==> src/rtl/data_pack_builder.sv <==
`default_nettype none
// ============================================================================
// data_pack_builder: frames a 72-bit word as {HEADER, data, CRC16} and streams
// it MSB-first as 12 bytes over a valid/ready byte link.   Rev 1.0
// ============================================================================

module CRC16_D72 (
    input  logic [71:0] Data,
    input  logic [15:0] crc,
    output logic [15:0] newcrc
);
    logic [15:0] c;
    logic        fb;

    // Bit-serial equivalent of polynomial 0x8005, data consumed from bit 71 down.
    always_comb begin
        c  = crc;
        fb = 1'b0;
        for (int i = 71; i >= 0; i--) begin
            fb = c[15] ^ Data[i];
            c  = {c[14:0], 1'b0};
            if (fb) begin
                c = c ^ 16'h8005;
            end
        end
        newcrc = c;
    end
endmodule

module data_pack_builder #(
    parameter logic [7:0] HEADER = 8'h3C
) (
    input  logic        clk,
    input  logic        reset,
    input  logic [71:0] in_data,
    input  logic        in_valid,
    output logic        in_ready,
    output logic [95:0] packet,
    output logic [7:0]  tx_byte,
    output logic        tx_valid,
    input  logic        tx_ready,
    output logic        tx_sop,
    output logic        tx_eop,
    output logic        busy,
    output logic [15:0] pkt_count
);
    typedef enum logic [0:0] {
        IDLE = 1'b0,
        SEND = 1'b1
    } state_t;

    state_t      state;
    state_t      state_next;
    logic [3:0]  idx;
    logic [3:0]  idx_next;
    logic        capture;
    logic        count_inc;
    logic [15:0] crc_out;
    logic [95:0] shifted;

    CRC16_D72 u_crc (
        .Data   (in_data),
        .crc    (16'h0000),
        .newcrc (crc_out)
    );

    always_ff @(posedge clk or posedge reset) begin
        if (reset) begin
            state <= IDLE;
        end else begin
            state <= state_next;
        end
    end

    always_comb begin
        state_next = state;
        idx_next   = idx;
        capture    = 1'b0;
        count_inc  = 1'b0;
        case (state)
            IDLE: begin
                if (in_valid) begin
                    capture    = 1'b1;
                    idx_next   = 4'd0;
                    state_next = SEND;
                end
            end
            SEND: begin
                if (tx_ready) begin
                    if (idx == 4'd11) begin
                        count_inc  = 1'b1;
                        state_next = IDLE;
                    end else begin
                        idx_next = idx + 4'd1;
                    end
                end
            end
            default: state_next = IDLE;
        endcase
    end

    // Every output is a decode of registered state, idx and packet.
    always_comb begin
        shifted  = packet << {idx, 3'b000};
        tx_byte  = shifted[95:88];
        in_ready = (state == IDLE) && !reset;
        tx_valid = (state == SEND);
        busy     = (state == SEND);
        tx_sop   = (state == SEND) && (idx == 4'd0);
        tx_eop   = (state == SEND) && (idx == 4'd11);
    end

    always_ff @(posedge clk or posedge reset) begin
        if (reset) begin
            idx       <= 4'd0;
            packet    <= 96'h0;
            pkt_count <= 16'h0000;
        end else begin
            idx <= idx_next;
            if (capture) begin
                packet <= {HEADER, in_data, crc_out};
            end
            if (count_inc) begin
                pkt_count <= pkt_count + 16'd1;
            end
        end
    end
endmodule

`default_nettype wire

==> config.mk <==
export PLATFORM = sky130hd
export DESIGN_NAME = data_pack_builder
export DESIGN_NICKNAME = d
export VERILOG_FILES = /design/src/rtl/data_pack_builder.sv
export SDC_FILE = /design/constraint.sdc
export NUM_CORES = 1
export LEC_CHECK = 0
export CAP_MARGIN = 40
export CELL_PAD_IN_SITES_DETAIL_PLACEMENT = 1
export CELL_PAD_IN_SITES_GLOBAL_PLACEMENT = 1
export CORE_MARGIN = 8
export CORE_UTILIZATION = 33
export DETAILED_ROUTE_END_ITERATION = 8
export PLACE_DENSITY_LB_ADDON = 0.1
export REMOVE_ABC_BUFFERS = 1
export SLEW_MARGIN = 20
export SYNTH_ARGS = -nofsm -noshare
export SYNTH_HDL_FRONTEND = slang
export SYNTH_SLANG_ARGS = --single-unit
==> constraint.sdc <==
create_clock -name clk -period 4.2 [get_ports clk]
set_input_delay 1.26 -clock clk [delete_from_list [all_inputs] [get_ports clk]]
set_output_delay 1.26 -clock clk [all_outputs]
set_load 0.02 [all_outputs]
* Yosys cells after proc, flatten, opt, wreduce, memory -nomap -nowiden *
Cells that the tools add are included.

storage, ports and cells
  bits in registers = 110
  bits of input ports = 76
  output and inout port bits = 125

cells by class
  $add $sub $neg = 2
  equal/unequal tests = 4
  shift operators = 1
  multiplexer cells = 84
  bitwise operators = 143
  reductions and logical operators = 6

operator list
  operator                                                         number
  16-bit two-way mux                                               72
  3-bit inverter                                                   71
  94-bit by 7-bit left shift with 96-bit output                    1
  1-bit XOR                                                        71
  16-bit by 1-bit adder with 16-bit output, second input constant  1
  4-bit two-way mux                                                3
  4-bit case mux with 2 select lines                               1
  1-bit two-way mux                                                7
  2-bit inequality test, second input constant                     3
  4-bit by 1-bit adder with 4-bit output, second input constant    1
  4-bit == test, second input constant                             1
  4-bit logical NOT                                                1
  1-bit logical AND                                                3
  3-bit AND reduction                                              1
  1-bit case mux with 2 select lines                               1
  1-bit logical NOT                                                1
  1-bit inverter                                                   1

* Longest topological paths before layout *
Gate-level depths: netlist of run 1.

  depth in word-level cells = 143
  mapped depth = 9

* Modules after synthesis *
From an unflattened synthesis of run 1, not the netlist that was laid out.

second synthesis, totals
  cells, all modules = 510
  area, all modules = 7,219.4 um^2

by module, submodules not included
  module             times used  cells each  area each (um^2)  seq. area each (um^2)
  data_pack_builder  1           352         5,161.2           2,752.6
  CRC16_D72          1           158         2,058.2           0.0

* Worst setup path after synthesis of run 1 *
OpenSTA, ideal clock, no wires.

  path type = input -> register
  start point = input in_data[65]
  end point = register packet[1]
  library setup time = 132 ps
  data arrival time = 3,534 ps
  data required time = 4,068 ps
  slack = 534 ps
  stages = 8
  path through = xor2_1 > xnor3_1 > xnor3_2 > xnor2_1 > xnor3_2 > xnor3_2 > xnor2_1 > o21ai_1

on the way
  word-level cells in the longest chain between the ends = 131
  elaborated cells between the ends (all ways) = 193
  classes of those cells = 66 x mux; 127 x bitwise

ends and longest elaborated chain
  what                                RTL line  RTL
  from (decl)                         35        input logic [71:0] in_data,
  1-bit XOR *                         20        fb = c[15] ^ Data[i];
  16-bit two-way mux *                22        if (fb) begin
  1-bit XOR                           20
  16-bit two-way mux *                22
  1-bit XOR                           20
  16-bit two-way mux *                22
  1-bit XOR                           20
  16-bit two-way mux *                22
  [... 114 more ...]                  --
  1-bit XOR                           20
  16-bit two-way mux *                22
  1-bit XOR                           20
  16-bit two-way mux *                22
  1-bit XOR                           20
  16-bit two-way mux *                22
  1-bit XOR *                         20
  16-bit two-way mux * (2 in series)  22
  to (signal assigned)                121       packet <= {HEADER, in_data, crc_out};
  to (decl)                           38        output logic [95:0] packet,

Every way passes the cells marked *; elsewhere a longest branch is shown, timed or not.
A chain may end at the register's enable or synchronous reset.

* Worst setup path in the final report of run 1 *
  start point = input in_data[37]
  end point = register packet[1]

on the way
  word-level cells in the longest chain between the ends = 75
  elaborated cells between the ends (all ways) = 109
  classes of those cells = 38 x mux; 71 x bitwise

ends and longest elaborated chain
  what                                RTL line
  1-bit XOR *                         20
  16-bit two-way mux *                22
  1-bit XOR                           20
  16-bit two-way mux *                22
  1-bit XOR                           20
  16-bit two-way mux *                22
  1-bit XOR                           20
  16-bit two-way mux *                22
  [... 58 more ...]                   --
  1-bit XOR                           20
  16-bit two-way mux *                22
  1-bit XOR                           20
  16-bit two-way mux *                22
  1-bit XOR                           20
  16-bit two-way mux *                22
  1-bit XOR *                         20
  16-bit two-way mux * (2 in series)  22

Marked as above.

==> results.toml, run 1 <==
[synth]
synth_area_per_cell_sq_um = 9.84
ys_top_cells_by_area = "dfrtp_1 41%, xnor2_1 16%, nand2_1 14%"
cell_area_after_technology_mapping_sq_mm = 0.00669
synth-edff-count = 0
postSynth.asyncResetShare_pct = 100
seq_cells_post_synth = 110
synth-warning-count = 0
yosys_most_used_dff = "dfrtp_1"
cell_taking_the_most_area_after_synthesis = "dfrtp_1"
yosys.area.top_type_share_pct = 41.1
synth_sequential_area_ratio_pct = 41.1
synthCells = 680
post_synth_num_cell_types = 31

[timing]
fin_crit_sh_pct = 95.6
timing.final.max_slew_violations = 0
fin_skew_ps = 7.01
timing.final.ws_setup_ps = 185
timing.slew.headroom_pct = 50.0
transition_time_at_the_pin_with_the_least_slew_margin_ps = 750
finalCriticalPeriod_ps = 4020
max_freq_mhz = 249
setup-tns-final_ps = 0
setup_viol = 0
timing.final.hold_violations = 0

[final_layout]
finalNetCount = 990
layout-drive-gt1-share_pct = 11.5
final_cell_area_sq_mm = 0.00965
final_cell_mix = "247 x nand2_1, 196 x clkdlybuf4s50_1, 119 x xnor2_1, 110 x dfrtp_1, 57 x buf_4"
syn_to_final_growth_pct = 44.2
multi_input_comb_area_sq_mm = 0.00375
final_common_cell = "nand2_1"
ff_latch_area_sq_mm = 0.00275
fillers = 2288
final_cells = 1187

[setup_path]
worst-endpoint-arrival_ps = 4240
r2r_setup_slack_ps = 1750
worst_r2r_endpoint = "pkt_count[15]"
crit_path_max_fanout = 3
worstSetupPathType = "in2reg"
worstSetupEndpointType = "flip-flop"
start_kind = "input pin"
regToRegStartpoint = "idx[0]"
timing.critical_path.required_ps = 4430
worst_r2r_path_depth = 11

[routing]
met2WireLength_microns = 12600
post-route-drc-count = 0
routed_wirelength_microns = 26000
met1Wirelength_microns = 11200
met3WireLength_microns = 1680
drt-pass1-iter-count = 4
via_count = 5630
highest-signal-layer = "met4"
antenna_violating_nets_post_route = 0
detail_route.vias_per_cell = 4.74
post_drt_wl_per_cell_microns = 21.9
detailedRoute.firstIterationViolations = 308

[global_routing]
gr-total-overflow = 0
grt_pass1_wl_microns = 38600
first_global_vias = 6265
grt_usage_pct = 20.9
grt_start_max_net_pins = 59
antenna_violations_before_repair = 0

[power_and_ir_drop]
leakage_nw = 4.42
ir_worst_vdd_mv = 0.513
power_density_mw_per_mm2 = 783

[clock_network]
post-cts-setup-buffer-count = 0
cts_root_buffer = "clkbuf_16"
cts-buffers-inserted = 9
clock_tree_from_tritoncts = "built"
clockBufferDepth = 2
ctsHtreeMaxLevel = 3
clk_pin_slew_worst_paths_ps = 80
clock_sinks = 110
ctsResizeCount = 0
cts_hold_buf = 0
clk_latency_ps = 360

[placement]
place.detailed.instances = 1170
place.port_buffers = 196
pre_cts_ws_ps = -235
postPlaceCellArea_sq_mm = 0.00935
finalWeightedCongestion = 0.840
place.detailed.hpwl_microns = 20800

[floorplan]
core_area_sq_mm = 0.0200
die_height_microns = 158
effective_utilization_at_floorplan_pct = 33.4
row_count = 52
fp.dieArea_sq_mm = 0.0251
dieWidth_microns = 158
io-pin-count = 201

[hold_path]
timing.hold.worst_endpoint = "pkt_count[15]"
holdPathStages = 1
holdCritPathClass = "reg2reg"
hold_path_startpoint = "pkt_count[15]"

[outcome]
run_status = "finished, final reports clean"

[job]
max-cap-violations = 0
-- critical path, cell delays in order --
cell,delay [ps]
clkdlybuf4s50_1,550
xor2_2,190
xnor3_1,450
xnor3_2,440
xnor2_1,210
xnor3_2,460
xnor3_2,430
xnor2_1,190
o21ai_1,70
-- worst max path at each step --
stage,from,end
after detailed placement,in_data[37],packet[15]
final,in_data[37],packet[1]
after global placement,in_data[37],packet[1]
after floorplan,reset,busy
after global routing,in_data[37],packet[0]
after CTS,in_data[37],packet[1]
-- Yosys cell counts, types with 6 or more instances --
cell      number
dfrtp_1      110
o22ai_1        7
xnor2_1      119
inv_1         12
mux4_2        20
xor2_1        22
nor2_1        17
mux2i_1        9
buf_4          8
nand3_1        6
nand2_1      247
a21oi_1        6
o21ai_0       13
clkbuf_1      29
xnor3_1       20
-- layer usage --
layer / vias to the layer above / GRT usage, %
li1: 2626 / -
met1: 2832 / 26.3
met2: 152 / 35.5
met3: 20 / 4.91
met4: 0 / 4.89
met5: - / 0
-- metrics by stage --
stage	util, %	hold slack (ps)	power [mW]
final	48.1	484	7.55
after global routing	48.1	505	8.04
after CTS	48.1	486	7.63
after detailed placement	46.7	471	6.74
after global placement	46.5	463	6.64
after floorplan	-	582	4.64
-- cell type report --
| class | count | share of cell area, % |
|---|---|---|
| Multi-Input combinational cell | 521 | 38.8 |
| Sequential cell | 110 | 28.5 |
| Timing Repair Buffer | 257 | 25.7 |
| Tap cell | 270 | 3.50 |
| Clock buffer | 9 | 2.33 |
| Clock inverter | 7 | 0.597 |
| Inverter | 12 | 0.493 |
| Antenna cell | 1 | 0.0259 |
-- power by group --
group | switching, mW | leakage, nW | internal [mW]
logic | 2.35 | 2.90 | 2.44
clock network | 0.438 | 0.134 | 0.412
registers | 0.429 | 1.39 | 1.48
-- sequential cells by signal (all words and copies together), names as in the netlist --
| name | count |
|---|---|
| packet | 89 |
| pkt_count | 16 |
| idx | 4 |
| busy | 1 |
-- cell families after synthesis --
logic type | Yosys count | synth area share (%)
flip-flops | 110 | 41.1
AO/OA/AOI/OAI | 31 | 2.56
AND/OR/NAND/NOR | 286 | 16.7
multiplexers | 30 | 8.25
other | 1 | 0.0561
adder cells (fa/ha/maj) | 3 | 0.561
buffers and inverters | 52 | 3.37
XOR/XNOR | 167 | 27.3
No activity file was read; power rests on OpenSTA's default activity.
==> inputs of run 2 (changes only) <==
Settings changed: CAP_MARGIN 40 to default.
==> results.toml, run 2 (synthesized netlist as in run 1, its figures left out) <==
[global_routing]
grt.met1_usage_pct = 27.0
grt_pass1_wl_microns = 39100
grt-busiest-layer = "met2"
grt_start_max_net_pins = 105
first_global_vias = 6293
grt_use_met2_pct = 35.2
antenna_violations_before_repair = 1
gr-total-overflow = 0
grt_usage_pct = 21.1
gr-usage-met3_pct = 5.08

[clock_network]
ctsHtreeMaxLevel = 3
clk_latency_ps = 370
post-cts-setup-buffer-count = 0
cts_root_buffer = "clkbuf_16"
clock_tree_from_tritoncts = "built"
cts_hold_buf = 0
cts-buffers-inserted = 9
ctsResizeCount = 0
clockBufferDepth = 2
clk_pin_slew_worst_paths_ps = 80
clock_sinks = 110

[timing]
timing.slew.headroom_pct = 50.0
finalCriticalPeriod_ps = 4030
timing.final.hold_violations = 0
timing.hold.ws_ps = 481
timing.final.max_slew_violations = 0
grt_setup_unrepaired = "false"
setup_viol = 0
transition_time_at_the_pin_with_the_least_slew_margin_ps = 749
fin_skew_ps = 4.71
max_freq_mhz = 248
fin_crit_sh_pct = 95.9

[floorplan]
io-pin-count = 201
core_area_sq_mm = 0.0200
dieWidth_microns = 158
fp.dieArea_sq_mm = 0.0251
row_count = 52
die_height_microns = 158
effective_utilization_at_floorplan_pct = 33.4

[placement]
place.detailed.instances = 1169
place.detailed.hpwl_microns = 20600
postPlaceCellArea_sq_mm = 0.00933
finalWeightedCongestion = 0.840
place.port_buffers = 196

[final_layout]
fillers = 2296
largest_register_ffs = 89
final_cells = 1187
final_common_cell = "nand2_1"
syn_to_final_growth_pct = 44.3
final_cell_area_sq_mm = 0.00966
registers.top_by_ff_count = "packet"
layout-drive-gt1-share_pct = 11.5
final_cell_mix = "247 x nand2_1, 196 x clkdlybuf4s50_1, 119 x xnor2_1, 110 x dfrtp_1, 57 x buf_4"
biggestRegsByFlops = "packet: 89 flops, pkt_count: 16 flops, idx: 4 flops"
finalNetCount = 990

[setup_path]
worst_r2r_path_depth = 11
worstSetupPathType = "in2reg"
crit_path_max_fanout = 3
start_kind = "input pin"
worst-endpoint-arrival_ps = 4260
worstSetupEndpointType = "flip-flop"
timing.critical_path.required_ps = 4430

[power_and_ir_drop]
ir_worst_vdd_mv = 0.518
netSwitchingPower_mw = 3.22
power.internal_mw = 4.36
leakage_nw = 4.42
switching_share_pct = 42.5
clock_power_share_pct = 11.5
combinationalPowerShare_pct = 63.3
power_density_mw_per_mm2 = 785
finalPower_mw = 7.58
power.sequential.fraction_pct = 25.2

[routing]
via_count = 5669
drt-pass1-iter-count = 4
antenna_violating_nets_post_route = 0
detail_route.vias_per_cell = 4.78
post-route-drc-count = 0
detailedRoute.firstIterationViolations = 233
post_drt_wl_per_cell_microns = 21.8
routed_wirelength_microns = 25900

[job]
max-cap-violations = 0

[hold_path]
holdPathStages = 1
holdCritPathClass = "reg2reg"

[outcome]
run_status = "finished, final reports clean"
==> run 2: through the flow <==
stage	util (%)	setup slack, ps	setup TNS [ps]
finish	48.2	170	0
global route	48.2	5.56	0
CTS	48.0	88.7	0
detailed placement	46.5	-280	-797
global placement	46.5	-130	-355
floorplan	-	37.7	0
==> run 2: layer usage <==
layer  wire, microns  share of wire [%]  vias to the layer above
met5               0                  0                        -
met4             509                2.0                        0
met3            1610                6.2                       29
met2           12400                 48                      167
met1           11300                 44                     2851
li1                -                  -                     2622
==> run 2: cell type report <==
class	instances	area, sq um	area share (%)
Antenna cell	1	2.50	0.0259
Clock buffer	11	253	2.62
Clock inverter	5	40.0	0.415
Inverter	12	47.5	0.492
Multi-Input combinational cell	521	3750	38.8
Sequential cell	110	2750	28.5
Tap cell	270	338	3.50
Timing Repair Buffer	257	2480	25.7
==> run 2: worst max-delay path: stages <==
cell and delay (ps):
clkdlybuf4s50_1 560, xor2_2 180, xnor3_1 450, xnor3_2 440
xnor2_1 220, xnor3_2 460, xnor3_2 430, xnor2_1 170
o21ai_1 80
==> run 2: power groups by stage <==
| stage | Sequential (mW) | Combinational, mW | Clock, mW |
|---|---|---|---|
| floorplan | 2.40 | 2.24 | 0 |
| global placement | 1.91 | 4.73 | 0 |
| detailed placement | 1.93 | 4.81 | 0 |
| CTS | 1.91 | 4.83 | 0.888 |
| global route | 1.98 | 5.16 | 0.933 |
| finish | 1.91 | 4.80 | 0.871 |
==> run 2: path summary, 6_finish.rpt <==
path                                 endpoint  slack [ps]          start
worst min-delay path            pkt_count[15]         480  pkt_count[15]
max in group asynchronous          packet[60]        2060          reset
worst max register to register  pkt_count[15]        1770         idx[0]
worst min register to register  pkt_count[15]         480  pkt_count[15]
min in group asynchronous              idx[2]        1400          reset
worst max-delay path                packet[0]         170    in_data[37]
